## src/rtl/branch_predict_unit.sv

```systemverilog
// branch_predict_unit: tagged direct-mapped BTB with 2-bit counters and a speculative return address stack
module branch_predict_unit #(
    parameter int ENTRIES   = 64,
    parameter int RAS_DEPTH = 8
) (
    input  logic        CLK,
    input  logic        RST,
    input  logic        Fetch_En,
    input  logic [31:0] PC_F,
    output logic        Hit_F,
    output logic        Predict_Taken_F,
    output logic [31:0] PC_Prediction_F,
    input  logic        Valid_E,
    input  logic        Branch_Taken_E,
    input  logic [1:0]  Kind_E,
    input  logic [31:0] PC_E,
    input  logic [31:0] PC_Target_E
);
    localparam int IDX_W = $clog2(ENTRIES);
    localparam int TAG_W = 30 - IDX_W;
    localparam int RAS_W = $clog2(RAS_DEPTH);
    localparam logic [1:0] K_BRANCH = 2'b00;
    localparam logic [1:0] K_CALL   = 2'b10;
    localparam logic [1:0] K_RET    = 2'b11;

    logic [ENTRIES-1:0] valid_q;
    logic [TAG_W-1:0]   tag_q    [ENTRIES];
    logic [31:0]        target_q [ENTRIES];
    logic [1:0]         kind_q   [ENTRIES];
    logic [1:0]         ctr_q    [ENTRIES];
    logic [31:0]        ras_q    [RAS_DEPTH];
    logic [RAS_W-1:0]   ras_ptr_q;
    logic [RAS_W:0]     ras_cnt_q;

    logic [IDX_W-1:0] idx_f, idx_e;
    logic [TAG_W-1:0] tag_f, tag_e;
    logic [1:0]       kind_f, ctr_e, ctr_next;
    logic [RAS_W-1:0] ras_top_idx;
    logic             ras_empty, ras_full, ret_from_ras;
    logic             hit_e, wr_e, push, pop;
    logic             unused_pc;

    assign unused_pc = ^{PC_F[1:0], PC_E[1:0]};

    // fetch-side lookup: pure function of PC_F and pre-edge table/RAS state
    always_comb begin
        idx_f           = PC_F[IDX_W+1:2];
        tag_f           = PC_F[31:IDX_W+2];
        kind_f          = kind_q[idx_f];
        ras_top_idx     = ras_ptr_q - 1'b1;
        ras_empty       = ras_cnt_q == '0;
        ras_full        = ras_cnt_q == (RAS_W+1)'(RAS_DEPTH);
        Hit_F           = valid_q[idx_f] && (tag_q[idx_f] == tag_f);
        Predict_Taken_F = Hit_F && (kind_f != K_BRANCH || ctr_q[idx_f][1]);
        ret_from_ras    = Hit_F && kind_f == K_RET && !ras_empty;
        PC_Prediction_F = ret_from_ras ? ras_q[ras_top_idx] : Hit_F ? target_q[idx_f] : 32'd0;
        push            = Fetch_En && Predict_Taken_F && kind_f == K_CALL;
        pop             = Fetch_En && Predict_Taken_F && ret_from_ras;
    end

    // execute-side training decision; RST suppresses every table write
    always_comb begin
        idx_e    = PC_E[IDX_W+1:2];
        tag_e    = PC_E[31:IDX_W+2];
        hit_e    = valid_q[idx_e] && (tag_q[idx_e] == tag_e);
        ctr_e    = ctr_q[idx_e];
        ctr_next = !hit_e ? 2'd2
                 : Branch_Taken_E ? (ctr_e == 2'd3 ? 2'd3 : ctr_e + 2'd1)
                 : (ctr_e == 2'd0 ? 2'd0 : ctr_e - 2'd1);
        wr_e     = !RST && Valid_E && (hit_e || Branch_Taken_E);
    end

    // valid bits: cleared by reset, set when a taken miss allocates
    always_ff @(posedge CLK) begin
        if (RST)
            valid_q <= '0;
        else if (Valid_E && Branch_Taken_E && !hit_e)
            valid_q[idx_e] <= 1'b1;
    end

    // BTB payload: counter on any hit or allocation, tag/target/kind only on taken
    always_ff @(posedge CLK) begin
        if (wr_e)
            ctr_q[idx_e] <= ctr_next;
        if (wr_e && Branch_Taken_E) begin
            tag_q[idx_e]    <= tag_e;
            target_q[idx_e] <= PC_Target_E;
            kind_q[idx_e]   <= Kind_E;
        end
    end

    // RAS pointer and occupancy; a push when full drops the oldest entry
    always_ff @(posedge CLK) begin
        if (RST) begin
            ras_ptr_q <= '0;
            ras_cnt_q <= '0;
        end else if (push) begin
            ras_ptr_q <= ras_ptr_q + 1'b1;
            ras_cnt_q <= ras_full ? ras_cnt_q : ras_cnt_q + 1'b1;
        end else if (pop) begin
            ras_ptr_q <= ras_ptr_q - 1'b1;
            ras_cnt_q <= ras_cnt_q - 1'b1;
        end
    end

    // RAS storage: return address of the fetched call
    always_ff @(posedge CLK) begin
        if (!RST && push)
            ras_q[ras_ptr_q] <= PC_F + 32'd4;
    end
endmodule

```

## config.mk

```make
export PLATFORM = sky130hd
export DESIGN_NAME = branch_predict_unit
export DESIGN_NICKNAME = d
export VERILOG_FILES = /design/src/rtl/branch_predict_unit.sv
export SDC_FILE = /design/constraint.sdc
export NUM_CORES = 2
export LEC_CHECK = 0
export CAP_MARGIN = 15
export CORE_MARGIN = 5
export CORE_UTILIZATION = 30
export CTS_BUF_LIST = sky130_fd_sc_hd__clkbuf_8 sky130_fd_sc_hd__clkbuf_16
export DETAILED_ROUTE_END_ITERATION = 7
export SLEW_MARGIN = 20
export SYNTH_ARGS = -nofsm -noshare
export SYNTH_HDL_FRONTEND = slang
export SYNTH_SLANG_ARGS = --single-unit
```

## constraint.sdc

```tcl
create_clock -name CLK -period 11.1 [get_ports CLK]
set_clock_uncertainty 0.15 [all_clocks]
set_input_delay 3.33 -clock CLK [delete_from_list [all_inputs] [get_ports CLK]]
set_output_delay 3.33 -clock CLK [all_outputs]
set_load 0.02 [all_outputs]
```

==> impl_metrics.prom <==
# TYPE chip_impl_metric gauge
chip_impl_metric{name="worstPathBufferInverterCount",unit=""} 9
chip_impl_metric{name="seqPwrFrac",unit=""} 0.514
chip_impl_metric{name="initial_antenna_violation_count",unit=""} 83
chip_impl_metric{name="core_area",unit="µm²"} 578000
chip_impl_metric{name="yosys_top_cell_area_share",unit=""} 0.707
chip_impl_info{name="worstPathCellList",value="buf_6 > buf_4 > nor2b_2 > o211a_1 > a32oi_1 > nand4_1 > buf_4 > xnor2_4 > a2111oi_4 > buf_4 > nand4_1 > or4_4 > buf_12 > buf_16 > buf_12 > a211oi_4 > buf_6 > buf_12"} 1
chip_impl_metric{name="vias_per_cell",unit=""} 6.04
chip_impl_metric{name="synth.cell_area",unit="µm²"} 174000
chip_impl_metric{name="placementRows",unit=""} 279
chip_impl_metric{name="timing.final.ws_setup",unit="ps"} -330
chip_impl_metric{name="multi_input_gate_area_in_the_final_layout",unit="µm²"} 47900
chip_impl_info{name="cp_slowest_cell",value="sky130_fd_sc_hd__nor2b_2"} 1
chip_impl_metric{name="place_area",unit="µm²"} 190000
chip_impl_metric{name="yosys.cell_types.count",unit=""} 85
chip_impl_metric{name="dieArea",unit="µm²"} 595000
chip_impl_metric{name="io_buffers",unit=""} 134
chip_impl_metric{name="worst_slew_pin_tran",unit="ps"} 1330
chip_impl_info{name="status",value="finished, violations left"} 1
chip_impl_metric{name="synth-seq-cells",unit=""} 4167
chip_impl_metric{name="wire_per_inst",unit="µm"} 38.3
chip_impl_metric{name="start_util",unit=""} 0.301
chip_impl_metric{name="first_pass_grt_wire_length",unit="µm"} 876000
chip_impl_metric{name="overall_power",unit="mW"} 33.7
chip_impl_metric{name="edff_count_synth",unit=""} 4096
chip_impl_metric{name="grt_start_max_net_pins",unit=""} 121
chip_impl_metric{name="place_inst",unit=""} 16370
chip_impl_info{name="family_of_cells_with_the_greatest_summed_delay_on_the_critical_path",value="simple AND/OR/NAND/NOR gates"} 1
chip_impl_metric{name="setup_failing_eps_final",unit=""} 34
chip_impl_info{name="synth_top_cell_by_area",value="sky130_fd_sc_hd__edfxtp_1"} 1
chip_impl_info{name="worstSetupEndpointType",value="output port"} 1
chip_impl_metric{name="finalNonFillerCells",unit=""} 17216
chip_impl_metric{name="syn_avg_cell_area",unit="µm²"} 20.6
chip_impl_metric{name="synth_seq_area_share",unit=""} 0.715
chip_impl_metric{name="clkSinkCount",unit=""} 4167
chip_impl_metric{name="cts_buffers",unit=""} 419
chip_impl_metric{name="dp_hpwl",unit="µm"} 385000
chip_impl_metric{name="pin_count",unit=""} 137
chip_impl_metric{name="p_leak",unit="nW"} 64.0
chip_impl_metric{name="totalNegativeSetupSlack",unit="ps"} -7710
chip_impl_metric{name="net_sw_power",unit="mW"} 7.55
chip_impl_info{name="rsz0062_at_grt",value="true"} 1
chip_impl_metric{name="cts-root-to-sink-buffers",unit=""} 4
chip_impl_metric{name="finalNetCount",unit=""} 9224
chip_impl_metric{name="chipHeight",unit="µm"} 772
chip_impl_metric{name="path_max_fanout",unit=""} 16
chip_impl_metric{name="cp.required",unit="ps"} 7620
chip_impl_metric{name="finish.instance_area",unit="µm²"} 205000
chip_impl_metric{name="vias",unit=""} 103902
chip_impl_metric{name="postSynth.asyncResetShare",unit=""} 0
chip_impl_metric{name="final_max_slew_viol_count",unit=""} 0
chip_impl_info{name="synth_top_flop_cell",value="sky130_fd_sc_hd__edfxtp_1"} 1
chip_impl_metric{name="detailedRoute.firstPassIterationCount",unit=""} 8
chip_impl_metric{name="die_x",unit="µm"} 772
chip_impl_info{name="criticalPathCategory",value="primary input to output port"} 1
chip_impl_metric{name="share_comb_of_total_power",unit=""} 0.068
chip_impl_metric{name="drv_cap",unit=""} 0
chip_impl_metric{name="seq_area",unit="µm²"} 124000
chip_impl_info{name="synth_common_cells",value="sky130_fd_sc_hd__edfxtp_1, sky130_fd_sc_hd__mux4_2, sky130_fd_sc_hd__clkbuf_1"} 1
chip_impl_metric{name="synthesis_warning_total",unit=""} 0
chip_impl_metric{name="cts_htree_levels",unit=""} 5
chip_impl_metric{name="antenna_violating_nets_post_route",unit=""} 0
chip_impl_metric{name="synth_instances",unit=""} 8437
chip_impl_info{name="largest_cells_by_area_after_synthesis",value="sky130_fd_sc_hd__edfxtp_1, sky130_fd_sc_hd__mux4_2, sky130_fd_sc_hd__mux2i_1"} 1
chip_impl_metric{name="finalWorstPathRequiredPeriod",unit="ps"} 11430
chip_impl_metric{name="global_route.usage.total",unit=""} 0.213
chip_impl_metric{name="cp_slowest_stage_delay",unit="ps"} 710
chip_impl_metric{name="routed_wirelength",unit="µm"} 659000
chip_impl_metric{name="drt_drc_violations_left",unit=""} 20
chip_impl_metric{name="globalRouteOverflowTotal",unit=""} 0
chip_impl_metric{name="first_global_vias",unit=""} 99916
chip_impl_metric{name="final_layout_size_suffix_gt1_frac",unit=""} 0.328
chip_impl_metric{name="cellPowerDensity",unit="nW/µm²"} 164
chip_impl_metric{name="fillCellCount",unit=""} 52762
chip_impl_metric{name="internal_power",unit="mW"} 26.1
chip_impl_metric{name="clock_transition_at_the_registers_of_the_reported_paths",unit="ps"} 60
chip_impl_metric{name="worst_slew_margin_rel",unit=""} 0.111
chip_impl_metric{name="layout_worst_path_cycle_share",unit=""} 1.03
chip_impl_metric{name="share_clk_of_total_power",unit=""} 0.417
chip_impl_metric{name="final-hold-violation-count",unit=""} 0
chip_impl_info{name="tritoncts",value="yes"} 1
chip_impl_metric{name="vdd_drop_max",unit="mV"} 0.133
chip_impl_metric{name="max_freq",unit="MHz"} 87.5
chip_impl_info{name="yosys.cell_count.top_type",value="sky130_fd_sc_hd__edfxtp_1"} 1
chip_impl_metric{name="drt_iter0_markers",unit=""} 18905
chip_impl_info{name="clock-root-buffer",value="sky130_fd_sc_hd__clkbuf_16"} 1
chip_impl_metric{name="syn_to_final_growth",unit="%"} 17.6
chip_impl_metric{name="sw_frac_of_total",unit=""} 0.224
chip_impl_metric{name="gp_routability_congestion",unit=""} 0.968
chip_impl_metric{name="clock_insertion_delay_worst_skew",unit="ps"} 1040
chip_impl_info{name="setup.worst_path.start_class",value="primary input"} 1
chip_impl_info{name="failed_checks",value="design-rule violations, negative setup slack"} 1
chip_impl_metric{name="arrival",unit="ps"} 7950
chip_impl_info{name="hold_path.class",value="flip-flop to flip-flop"} 1
chip_impl_metric{name="mappedNetlistNets",unit=""} 8546
## final timing paths
path / startpoint / endpoint / slack [ps] / cells after the start
worst min register to register: valid_q[36] / valid_q[36] / 360 / 1
worst max-delay path: PC_F[6] / PC_Prediction_F[4] / -330 / 18
worst max register to register: tag_q[61][19] / ras_cnt_q[3] / 5000 / 18
worst min-delay path: valid_q[36] / valid_q[36] / 360 / 1
## what timing repair did
item	CTS	global route
setup endpoints to repair	34	34
setup buffers	23	15
gates cloned	6	3
endpoints found under the hold margin	0	0
hold buffers	0	0
resized for setup	90	51
pin swaps	10	22
## metrics by stage
step,setup WS [ps],hold WS (ps),util
after floorplan,366,311,-
after global placement,-1060,331,0.328
after detailed placement,-985,340,0.329
after CTS,-92.2,356,0.353
after global routing,-187,371,0.354
final,-330,355,0.354
## cell type report
class                           instances  area share
Sequential cell                      4167       0.608
Multi-Input combinational cell       3629       0.234
Clock buffer                          427      0.0521
Tap cell                             7727      0.0472
Timing Repair Buffer                  876      0.0444
Clock inverter                        329      0.0135
Inverter                               22    0.000501
Antenna cell                           39    0.000477
## cell families after synthesis
kind of cell | count (synthesis) | synth area share
flip-flops | 4167 | 0.715
multiplexers | 1740 | 0.195
AO/OA/AOI/OAI | 1097 | 0.0477
AND/OR/NAND/NOR | 725 | 0.0216
buffers and inverters | 641 | 0.0172
XOR/XNOR | 61 | 0.00307
adder cells (fa/ha/maj) | 6 | 0.000475
## registers in the layout, summed over array words and instances, names as in the netlist
register and cells:
ctr_q 128, valid_q 64, tag_q 1536, ras_cnt_q 4, ras_q 256, kind_q 128
ras_ptr_q 3, target_q 2048
## per-layer routing
metal	global-route usage	vias to the layer above	part of all wire	routed length, µm
met4	0.114	54	0.065	42600
li1	-	37982	-	-
met5	0.0130	-	0.0025	1670
met2	0.309	8817	0.43	282000
met1	0.279	54961	0.36	238000
met3	0.0774	2088	0.14	95100
## placed cells by master, fill, tap and decap left out, drive strengths merged, types with 18 or more instances in the layout
cell	instances
edfxtp	4096
mux4	1302
buf	835
clkbuf	431
mux2i	273
a221oi	200
a22oi	194
nand2	187
clkinv	187
mux2	165
nor2	159
o22ai	116
inv	105
a22o	104
a21oi	103
nor4	76
o21ai	75
dfxtp	71
a211oi	63
nand3	61
o221ai	49
bufinv	44
xnor2	43
diode	39
clkdlybuf4s50	33
a221o	31
nand4	30
nand3b	28
a31oi	28
and3	24
o22a	23
nor3	22
nor2b	22
nand2b	18
xor2	18
## worst reg2reg max path, stage by stage (launching register included)
cell	delay, ps
sky130_fd_sc_hd__edfxtp_1	400
sky130_fd_sc_hd__mux4_2	510
sky130_fd_sc_hd__o22ai_1	220
sky130_fd_sc_hd__nor4_1	120
sky130_fd_sc_hd__o41ai_2	600
sky130_fd_sc_hd__a21oi_1	210
sky130_fd_sc_hd__or3_1	390
sky130_fd_sc_hd__a2111o_1	470
sky130_fd_sc_hd__or4_4	460
sky130_fd_sc_hd__buf_12	180
sky130_fd_sc_hd__buf_16	250
sky130_fd_sc_hd__buf_4	170
sky130_fd_sc_hd__or3_1	380
sky130_fd_sc_hd__buf_4	220
sky130_fd_sc_hd__ha_1	330
sky130_fd_sc_hd__a21oi_1	280
sky130_fd_sc_hd__a21oi_1	110
sky130_fd_sc_hd__or4_1	420
sky130_fd_sc_hd__a21oi_1	170
## power by group through the flow
stage	Combinational, mW	Sequential, mW	Clock (mW)
finish	2.30	17.3	14.1
global route	2.33	17.3	14.8
CTS	2.21	17.3	14.2
detailed placement	2.17	17.6	0
global placement	2.14	17.6	0
floorplan	1.14	17.6	0
Note: power is estimated with default switching activity, not from simulation.
